==> config.mk <==
export PLATFORM = sky130hd
export DESIGN_NAME = nes_pad_poller
export DESIGN_NICKNAME = d
export VERILOG_FILES = /design/src/rtl/nes_pad_poller.sv
export SDC_FILE = /design/constraint.sdc
export NUM_CORES = 1
export LEC_CHECK = 0
export ABC_AREA = 1
export BUFFER_PORTS_ARGS = -buffer_cell sky130_fd_sc_hd__buf_2
export CORE_UTILIZATION = 29
export DETAILED_ROUTE_END_ITERATION = 8
export GPL_ROUTABILITY_DRIVEN = 0
export PLACE_DENSITY = 0.45
export SKIP_CTS_REPAIR_TIMING = 1
export SLEW_MARGIN = 20
export SYNTH_ARGS = -nofsm -noshare
export SYNTH_HDL_FRONTEND = slang
export SYNTH_SLANG_ARGS = --single-unit
==> constraint.sdc <==
create_clock -name clk -period 3.25 [get_ports clk]
set_input_delay 0.975 -clock clk [delete_from_list [all_inputs] [get_ports clk]]
set_output_delay 0.975 -clock clk [all_outputs]
set_load 0.1 [all_outputs]
==> src/rtl/nes_pad_poller.sv <==
// ---------------------------------------------------------------------------
// nes_pad_poller
//
// Polls NUM_PADS NES controllers that share one latch line and one shift-clock
// line. Each controller has its own serial data line. A scan starts once every
// POLL_CYCLES clocks. One scan is:
//   latch high (2*PULSE_CYCLES)
//   8 x clock-low windows, with 7 clock-high windows between them
//   one DONE cycle that publishes the frame
// The published button state is therefore stable for a whole frame.
//
// Optional feature (macro COMBO_RESET_EN):
//   When defined, the poller raises nes_reset once pad 0 has held
//   A+B+Select+Start for HOLD_FRAMES consecutive frames.
//   When undefined, nes_reset is tied low.
//
// Ports:
//   clk          system clock
//   reset        asynchronous, active-low reset
//   nes_data     per-pad serial data, active-low (0 = pressed)
//   nes_latch    shared latch strobe, active-high, registered
//   nes_clk      shared shift clock, idles low, registered
//   buttons      held state, pad p at [8p+7:8p]
//                bit order: A,B,Select,Start,Up,Down,Left,Right = bits 0..7
//   pressed      one-cycle pulse for buttons that are newly pressed this frame
//   frame_valid  one-cycle pulse when buttons/pressed update
//   nes_reset    combo soft-reset request, active-high
// ---------------------------------------------------------------------------
module nes_pad_poller #(
    parameter int NUM_PADS     = 2,
    parameter int POLL_CYCLES  = 833333,
    parameter int PULSE_CYCLES = 300,
    parameter int HOLD_FRAMES  = 120
) (
    input  logic                  clk,
    input  logic                  reset,
    input  logic [NUM_PADS-1:0]   nes_data,
    output logic                  nes_latch,
    output logic                  nes_clk,
    output logic [8*NUM_PADS-1:0] buttons,
    output logic [8*NUM_PADS-1:0] pressed,
    output logic                  frame_valid,
    output logic                  nes_reset
);

    localparam int PW = (POLL_CYCLES > 1) ? $clog2(POLL_CYCLES) : 1;
    localparam int TW = $clog2(2 * PULSE_CYCLES + 1);

    localparam logic [PW-1:0] POLL_LAST  = PW'(POLL_CYCLES - 1);
    localparam logic [TW-1:0] LATCH_LAST = TW'(2 * PULSE_CYCLES - 1);
    localparam logic [TW-1:0] PULSE_LAST = TW'(PULSE_CYCLES - 1);

    // Reject parameter sets that cannot work.
    // A scan must finish before the next poll tick, otherwise scans would
    // be silently skipped.
    if (17 * PULSE_CYCLES + 1 >= POLL_CYCLES) begin : g_scan_too_long
        $error("nes_pad_poller: scan length 17*PULSE_CYCLES+1 must be < POLL_CYCLES");
    end
    if (NUM_PADS < 1 || NUM_PADS > 4) begin : g_bad_pad_count
        $error("nes_pad_poller: NUM_PADS must be 1..4");
    end
    if (PULSE_CYCLES < 1 || HOLD_FRAMES < 1) begin : g_bad_timing
        $error("nes_pad_poller: PULSE_CYCLES and HOLD_FRAMES must be >= 1");
    end

    typedef enum logic [2:0] {
        IDLE,
        LATCH,
        LOW,
        HIGH,
        DONE
    } state_t;

    state_t                  state_reg;
    logic [PW-1:0]           poll_reg;
    logic [TW-1:0]           timer_reg;
    logic [2:0]              bit_idx_reg;
    logic [8*NUM_PADS-1:0]   shift_reg;
    logic [NUM_PADS-1:0]     sync1_reg;
    logic [NUM_PADS-1:0]     sync2_reg;

    // Free-running poll timebase. Scans are launched when it reads 0.
    always_ff @(posedge clk or negedge reset) begin
        if (!reset) begin
            poll_reg <= '0;
        end else if (poll_reg == POLL_LAST) begin
            poll_reg <= '0;
        end else begin
            poll_reg <= poll_reg + PW'(1);
        end
    end

    // The pad data lines are asynchronous to clk, so they are synchronised
    // through two flops here.
    // Reset value is 1 (line idle / released), so a pad can never read as
    // pressed out of reset.
    // The two-cycle delay is far shorter than a clock-low window. When the
    // sample is taken at the end of the window, the line has long since
    // settled on the current bit.
    always_ff @(posedge clk or negedge reset) begin
        if (!reset) begin
            sync1_reg <= '1;
            sync2_reg <= '1;
        end else begin
            sync1_reg <= nes_data;
            sync2_reg <= sync1_reg;
        end
    end

    // Scan sequencer. Every output is a flop, so latch and clock are
    // glitch-free. The state machine guarantees they are never high together.
    always_ff @(posedge clk or negedge reset) begin
        if (!reset) begin
            state_reg   <= IDLE;
            timer_reg   <= '0;
            bit_idx_reg <= '0;
            shift_reg   <= '0;
            nes_latch   <= 1'b0;
            nes_clk     <= 1'b0;
            buttons     <= '0;
            pressed     <= '0;
            frame_valid <= 1'b0;
        end else begin
            pressed     <= '0;
            frame_valid <= 1'b0;
            case (state_reg)
                IDLE: begin
                    if (poll_reg == '0) begin
                        state_reg <= LATCH;
                        nes_latch <= 1'b1;
                        timer_reg <= '0;
                    end
                end
                LATCH: begin
                    if (timer_reg == LATCH_LAST) begin
                        state_reg   <= LOW;
                        nes_latch   <= 1'b0;
                        timer_reg   <= '0;
                        bit_idx_reg <= '0;
                    end else begin
                        timer_reg <= timer_reg + TW'(1);
                    end
                end
                LOW: begin
                    if (timer_reg == PULSE_LAST) begin
                        // Invert on capture: the line is active-low, the
                        // published state is active-high.
                        for (int p = 0; p < NUM_PADS; p++) begin
                            shift_reg[8*p + int'(bit_idx_reg)] <= ~sync2_reg[p];
                        end
                        timer_reg <= '0;
                        if (bit_idx_reg == 3'd7) begin
                            state_reg <= DONE;
                        end else begin
                            state_reg <= HIGH;
                            nes_clk   <= 1'b1;
                        end
                    end else begin
                        timer_reg <= timer_reg + TW'(1);
                    end
                end
                HIGH: begin
                    if (timer_reg == PULSE_LAST) begin
                        state_reg   <= LOW;
                        nes_clk     <= 1'b0;
                        timer_reg   <= '0;
                        bit_idx_reg <= bit_idx_reg + 3'd1;
                    end else begin
                        timer_reg <= timer_reg + TW'(1);
                    end
                end
                DONE: begin
                    buttons     <= shift_reg;
                    pressed     <= shift_reg & ~buttons;
                    frame_valid <= 1'b1;
                    state_reg   <= IDLE;
                end
                default: begin
                    state_reg <= IDLE;
                    nes_latch <= 1'b0;
                    nes_clk   <= 1'b0;
                end
            endcase
        end
    end

`ifdef COMBO_RESET_EN
    localparam int HW = $clog2(HOLD_FRAMES + 1);
    localparam logic [HW-1:0] HOLD_MAX = HW'(HOLD_FRAMES);

    logic [HW-1:0] hold_reg;
    logic [HW-1:0] hold_next;

    // The combo is judged on the frame just scanned: A, B, Select and Start
    // are pad-0 bits 0..3.
    // The count saturates, so nes_reset stays asserted for as long as the
    // combo is held.
    always_comb begin
        hold_next = hold_reg;
        if (&shift_reg[3:0]) begin
            if (hold_reg != HOLD_MAX) begin
                hold_next = hold_reg + HW'(1);
            end
        end else begin
            hold_next = '0;
        end
    end

    always_ff @(posedge clk or negedge reset) begin
        if (!reset) begin
            hold_reg  <= '0;
            nes_reset <= 1'b0;
        end else if (state_reg == DONE) begin
            hold_reg  <= hold_next;
            nes_reset <= (hold_next == HOLD_MAX);
        end
    end
`else
    assign nes_reset = 1'b0;
`endif

endmodule

# Yosys cells after proc, flatten, opt, wreduce, memory -nomap -nowiden
# Cells that the tools add are included.
[word_totals] ff_bits=91 input_bits=4 output_inout_bits=36 elab_cells=83
[classes] add_sub_neg=4 n_lt_le_gt_ge=4 eq_ne=13 muxes=29 n_bitwise=6 n_reduce_logical=15
[op_table] op="$bwmux 16" count=2
[op_table] op="$mux 10" count=3
[op_table] op="$pmux 10 s3" count=1
[op_table] op="$mux 3" count=7
[op_table] op="$add 20x1->20 const B" count=1
[op_table] op="$eq 20x20->1 const B" count=1
[op_table] op="$logic_not 20->1" count=1
[op_table] op="$mux 20" count=1
[op_table] op="$and 16x16->16" count=1
[op_table] op="$mux 16" count=1
[op_table] op="$not 16->16" count=1
[op_table] op="$pmux 3 s4" count=1
[op_table] op="$add 10x1->10 const B" count=1
[op_table] op="$eq 10x10->1 const B" count=1
[op_table] op="$eq 10x9->1 const B" count=1
[op_table] op="$ne 2x2->1 const B" count=5
[op_table] op="$mux 1" count=8
[op_table] op="$reduce_and 4->1" count=2
[op_table] op="$eq 3x2->1 const B" count=2
[op_table] op="$eq 3x3->1 const B" count=2
[op_table] op="$pmux 1 s3" count=2
[op_table] op="$pmux 3 s2" count=1
[op_table] op="$reduce_and 3->1" count=2
[op_table] op="$reduce_or 3->1" count=2
[op_table] op="other kinds (16)" count=21

# Depth between registers and ports, before layout
[logic_depth] ltp_word=6 mapped_depth=10 depth_no_buf=10

# Worst setup path before layout
# Ideal clock, no wire load.
[synth_path] kind="reg-to-output" from="register buttons[0]" to="output buttons[0]" arrival_time_ns=0.908 setup_slack_ns=1.367 path_stages_with_launch=1 path_buffers=0 cell_sequence="dfrtp_1"
[synth_lines] element="start, declared" line_no="40" source="output logic [8*NUM_PADS-1:0] buttons,"
[synth_lines] element="start signal, assigned" line_no="173" source="buttons <= shift_reg;"
# No word-level cell between the ends.

# Worst setup path in the final report
[layout_path] from="register nes_clk" to="output nes_clk"
[layout_lines] element="start, declared" line_no="39" source="output logic nes_clk,"
[layout_lines] element="start signal, assigned" line_no="119" source="nes_clk <= 1'b0;"
[layout_lines] element="start signal, assigned" line_no="156" source="nes_clk <= 1'b1;"
[layout_lines] element="start signal, assigned" line_no="165" source="nes_clk <= 1'b0;"
# No word-level cell between the ends.

==> summary.md <==
| Metric | Value |
|---|---|
| Antenna violations before repair | 0 |
| R2r endpoint | timer_reg[0] |
| Final period util | 66.5% |
| Power per cell area | 441 mW/mm^2 |
| Total GRT Usage | 14.6% |
| Achievable frequency | 463 MHz |
| DIE HEIGHT | 123 um |
| Num CTS Buffers | 9 |
| Layout cells sized above 1 | approximately an eighth |
| Post-synthesis mux area share | 0% |
| Routed Antenna Nets | 0 |
| CP Data Required Time | 2270 ps |
| Gate Count Post-Synth | 536 |
| Slew HR | 49.5% |
| Most common cell after layout, fill and taps aside | nand2_1 |
| Met3 Use GR | roughly 3.0% |
| CP endpoint kind | output port |
| Leading cell types in the layout, fill and taps excluded | nand2_1 (167), nor2_1 (88), dfrtp_1 (87), inv_1 (47), nand3_1 (42) |
| Leakage power total | 2.68 nW |
| Max Cap Viol | 0 |
| Deepest clock path buffer count | 2 |
| Final hold vios | 0 |
| DR iter-0 viols | approximately 210 |
| Die Width | between 100 and 150 um |
| Largest family of logic cells by synthesized area | simple AND/OR/NAND/NOR gates |
| Post-Synth Simple-Gate Area | 33.0% |
| DRC | 0 |
| Worst setup endpoint | nes_clk |
| Synthesized cell area | 0.00428 sq mm |
| Slowest CP cell | buf_2 |
| Ant diodes | 0 |
| Effective utilization at floorplan | 29.5% |
| CTS tree | yes |
| Clock latency on the worst-skew pair | 350 ps |
| Sequential area share after synthesis | between 50% and 60% |
| Worst setup margin | between 1000 and 1500 ps |
| Vias in the first global route | 3408 |
| DP HPWL | 7320 um |
| M2 GR Usage | approximately 23% |
| WP buf/inv | 1 |
| Pwr Total | 2.19 mW |
| PortBufs | 38 |
| Actual slew at the worst max-slew pin | around 760 ps |
| Slew Limit Fails | 0 |
| Crit path max-delay family | buffers and inverters |
| Vias | 3514 |
| Core area | between 0.01 and 0.015 sq mm |
| GRT overflow | 0 |
| Tmin final | about 2200 ps |
| Post-synth net total | 545 |
| Synth Area in Adders | 1.46% |
| R2R cell count | 7 |
| Yosys reg bits | 91 |
| CTS sink cnt | 91 |
| Critical path fanouts, max | 2 |
| Busiest layer in global routing | met2 |
| Synth Area in Compound Gates | 4.88% |
| Hold Crit Class | register to register |
| Max reg flops | 20 |
| Total Routed Length | 10100 um |
| Reg2Reg Setup Slack | 1260 ps |
| Final setup viols | 0 |
| Critical path origin | nes_clk |
| Pre-CTS setup slack | 1250 ps |
| Fillers | 1539 |
| Main area contributors after synthesis | dfrtp_1 (51%), nand2_1 (15%), nor2_1 (7.7%), nand3_1 (4.9%), inv_1 (4.1%) |
| RSZ-0062 raised after global routing | false |
| H-tree depth | 3 |
| First-pass GRT wire length | 16800 um |
| Crit-path cells | buf_2 |
| VDD IR max | ~0.24 mV |
| Ports | 40 |
| Avg Cell Area, Syn | 7.98 sq um |
| Utilization after layout | 34.3% |
| Pin count of the biggest net entering global routing | 59 |
| YS warnings | 0 |
| First-pass iteration count of the detailed router | 4 |
| Worst Setup Path Type | register to output port |
| Area leader, netlist | dfrtp_1 |
| Die Area | 0.0152 sq mm |
| Status | completed |
| Drt via density | around 4.6 |
| Synth cell types | 28 |
| CP startpoint kind | register |
| Clk slew on worst S/H paths | approximately 70 ps |
| Setup TNS | 0 ps |
| Num rows | 44 |
| Setup Skew | 8.27 ps |
| Instance count on the critical path | 1 |
| Post-synth top area share | 50.9% |
| CTS root buffer | clkbuf_16 |
| Max stage delay on crit path | 440 ps |
| Wire per inst | 13.1 um |
| Area grow syn2layout | 16.1% |
| Met1 usage | roughly a fifth |
| # nets final | 588 |
| Xor/xnor share of the synthesized area | about 1.6% |
| RR Startpoint | state_reg[2] |
| WP data arrival | between 1000 and 1500 ps |
area by class of cell:
type | count | area, sq um | share of cell area (%)
Tap cell | 184 | 230 | 4.64
Multi-Input combinational cell | 387 | 1760 | 35.4
Inverter | 50 | 188 | 3.78
Sequential cell | 91 | 2280 | 46.0
Clock buffer | 10 | 239 | 4.81
Timing Repair Buffer | 40 | 220 | 4.43
Clock inverter | 6 | 48.8 | 0.983
logic make-up after synthesis:
family                   Yosys count
XOR/XNOR                           8
buffers and inverters             58
adder cells (fa/ha/maj)            5
AND/OR/NAND/NOR                  333
flip-flops                        91
other                              1
AO/OA/AOI/OAI                     40
layer usage:
layer | routed length [um] | vias to the layer above | part of all wire, %
li1 | - | 1794 | -
met4 | 191 | 0 | 1.9
met5 | 0 | - | 0
met3 | 379 | 11 | 3.8
met1 | 4910 | 1656 | 49
met2 | 4620 | 53 | 46
report_power, final:
group	leakage [nW]	internal (mW)	total [mW]	switching (mW)
Clock	0.137	0.547	1.02	0.468
Combinational	1.32	0.00424	0.0329	0.0287
Sequential	1.22	1.14	1.14	0.00236
Total	2.68	1.69	2.19	0.499
cells in the mapped netlist:
library cell,n
nand3_1,42
nand3_2,2
nor2_1,88
buf_8,1
nand2_1,167
a21oi_1,3
nor4_1,1
xor2_1,8
dfrtp_1,87
clkbuf_1,2
nand4_1,12
nor3_2,2
nand2_4,2
dfstp_2,4
a31oi_1,1
o21ai_0,33
nor2_2,1
inv_1,47
nor2_4,2
nor3_1,12
nand2_2,2
buf_2,4
buf_4,1
conb_1,1
o21ai_1,1
inv_2,3
o21ai_2,2
ha_1,5
stage by stage:
| stage | cell area [sq um] | hold slack [ps] | cells |
|---|---|---|---|
| after floorplan | 4280 | 345 | 536 |
| after global placement | 4680 | 345 | 752 |
| after detailed placement | 4680 | 347 | 752 |
| after CTS | 4970 | 357 | 768 |
| after global routing | 4970 | 362 | 768 |
| final | 4970 | 356 | 768 |
how the worst min path moves through the flow:
| stage | from | end | slack, ps | cells past startpoint |
|---|---|---|---|---|
| finish | sync1_reg[1] | sync2_reg[1] | 360 | 0 |
| global route | sync1_reg[0] | sync2_reg[0] | 360 | 0 |
| CTS | sync1_reg[1] | sync2_reg[1] | 360 | 0 |
| detailed placement | sync1_reg[1] | sync2_reg[1] | 350 | 0 |
| global placement | sync1_reg[0] | sync2_reg[0] | 350 | 0 |
| floorplan | sync1_reg[0] | sync2_reg[0] | 350 | 0 |
No activity file was read; power rests on OpenSTA's default activity.
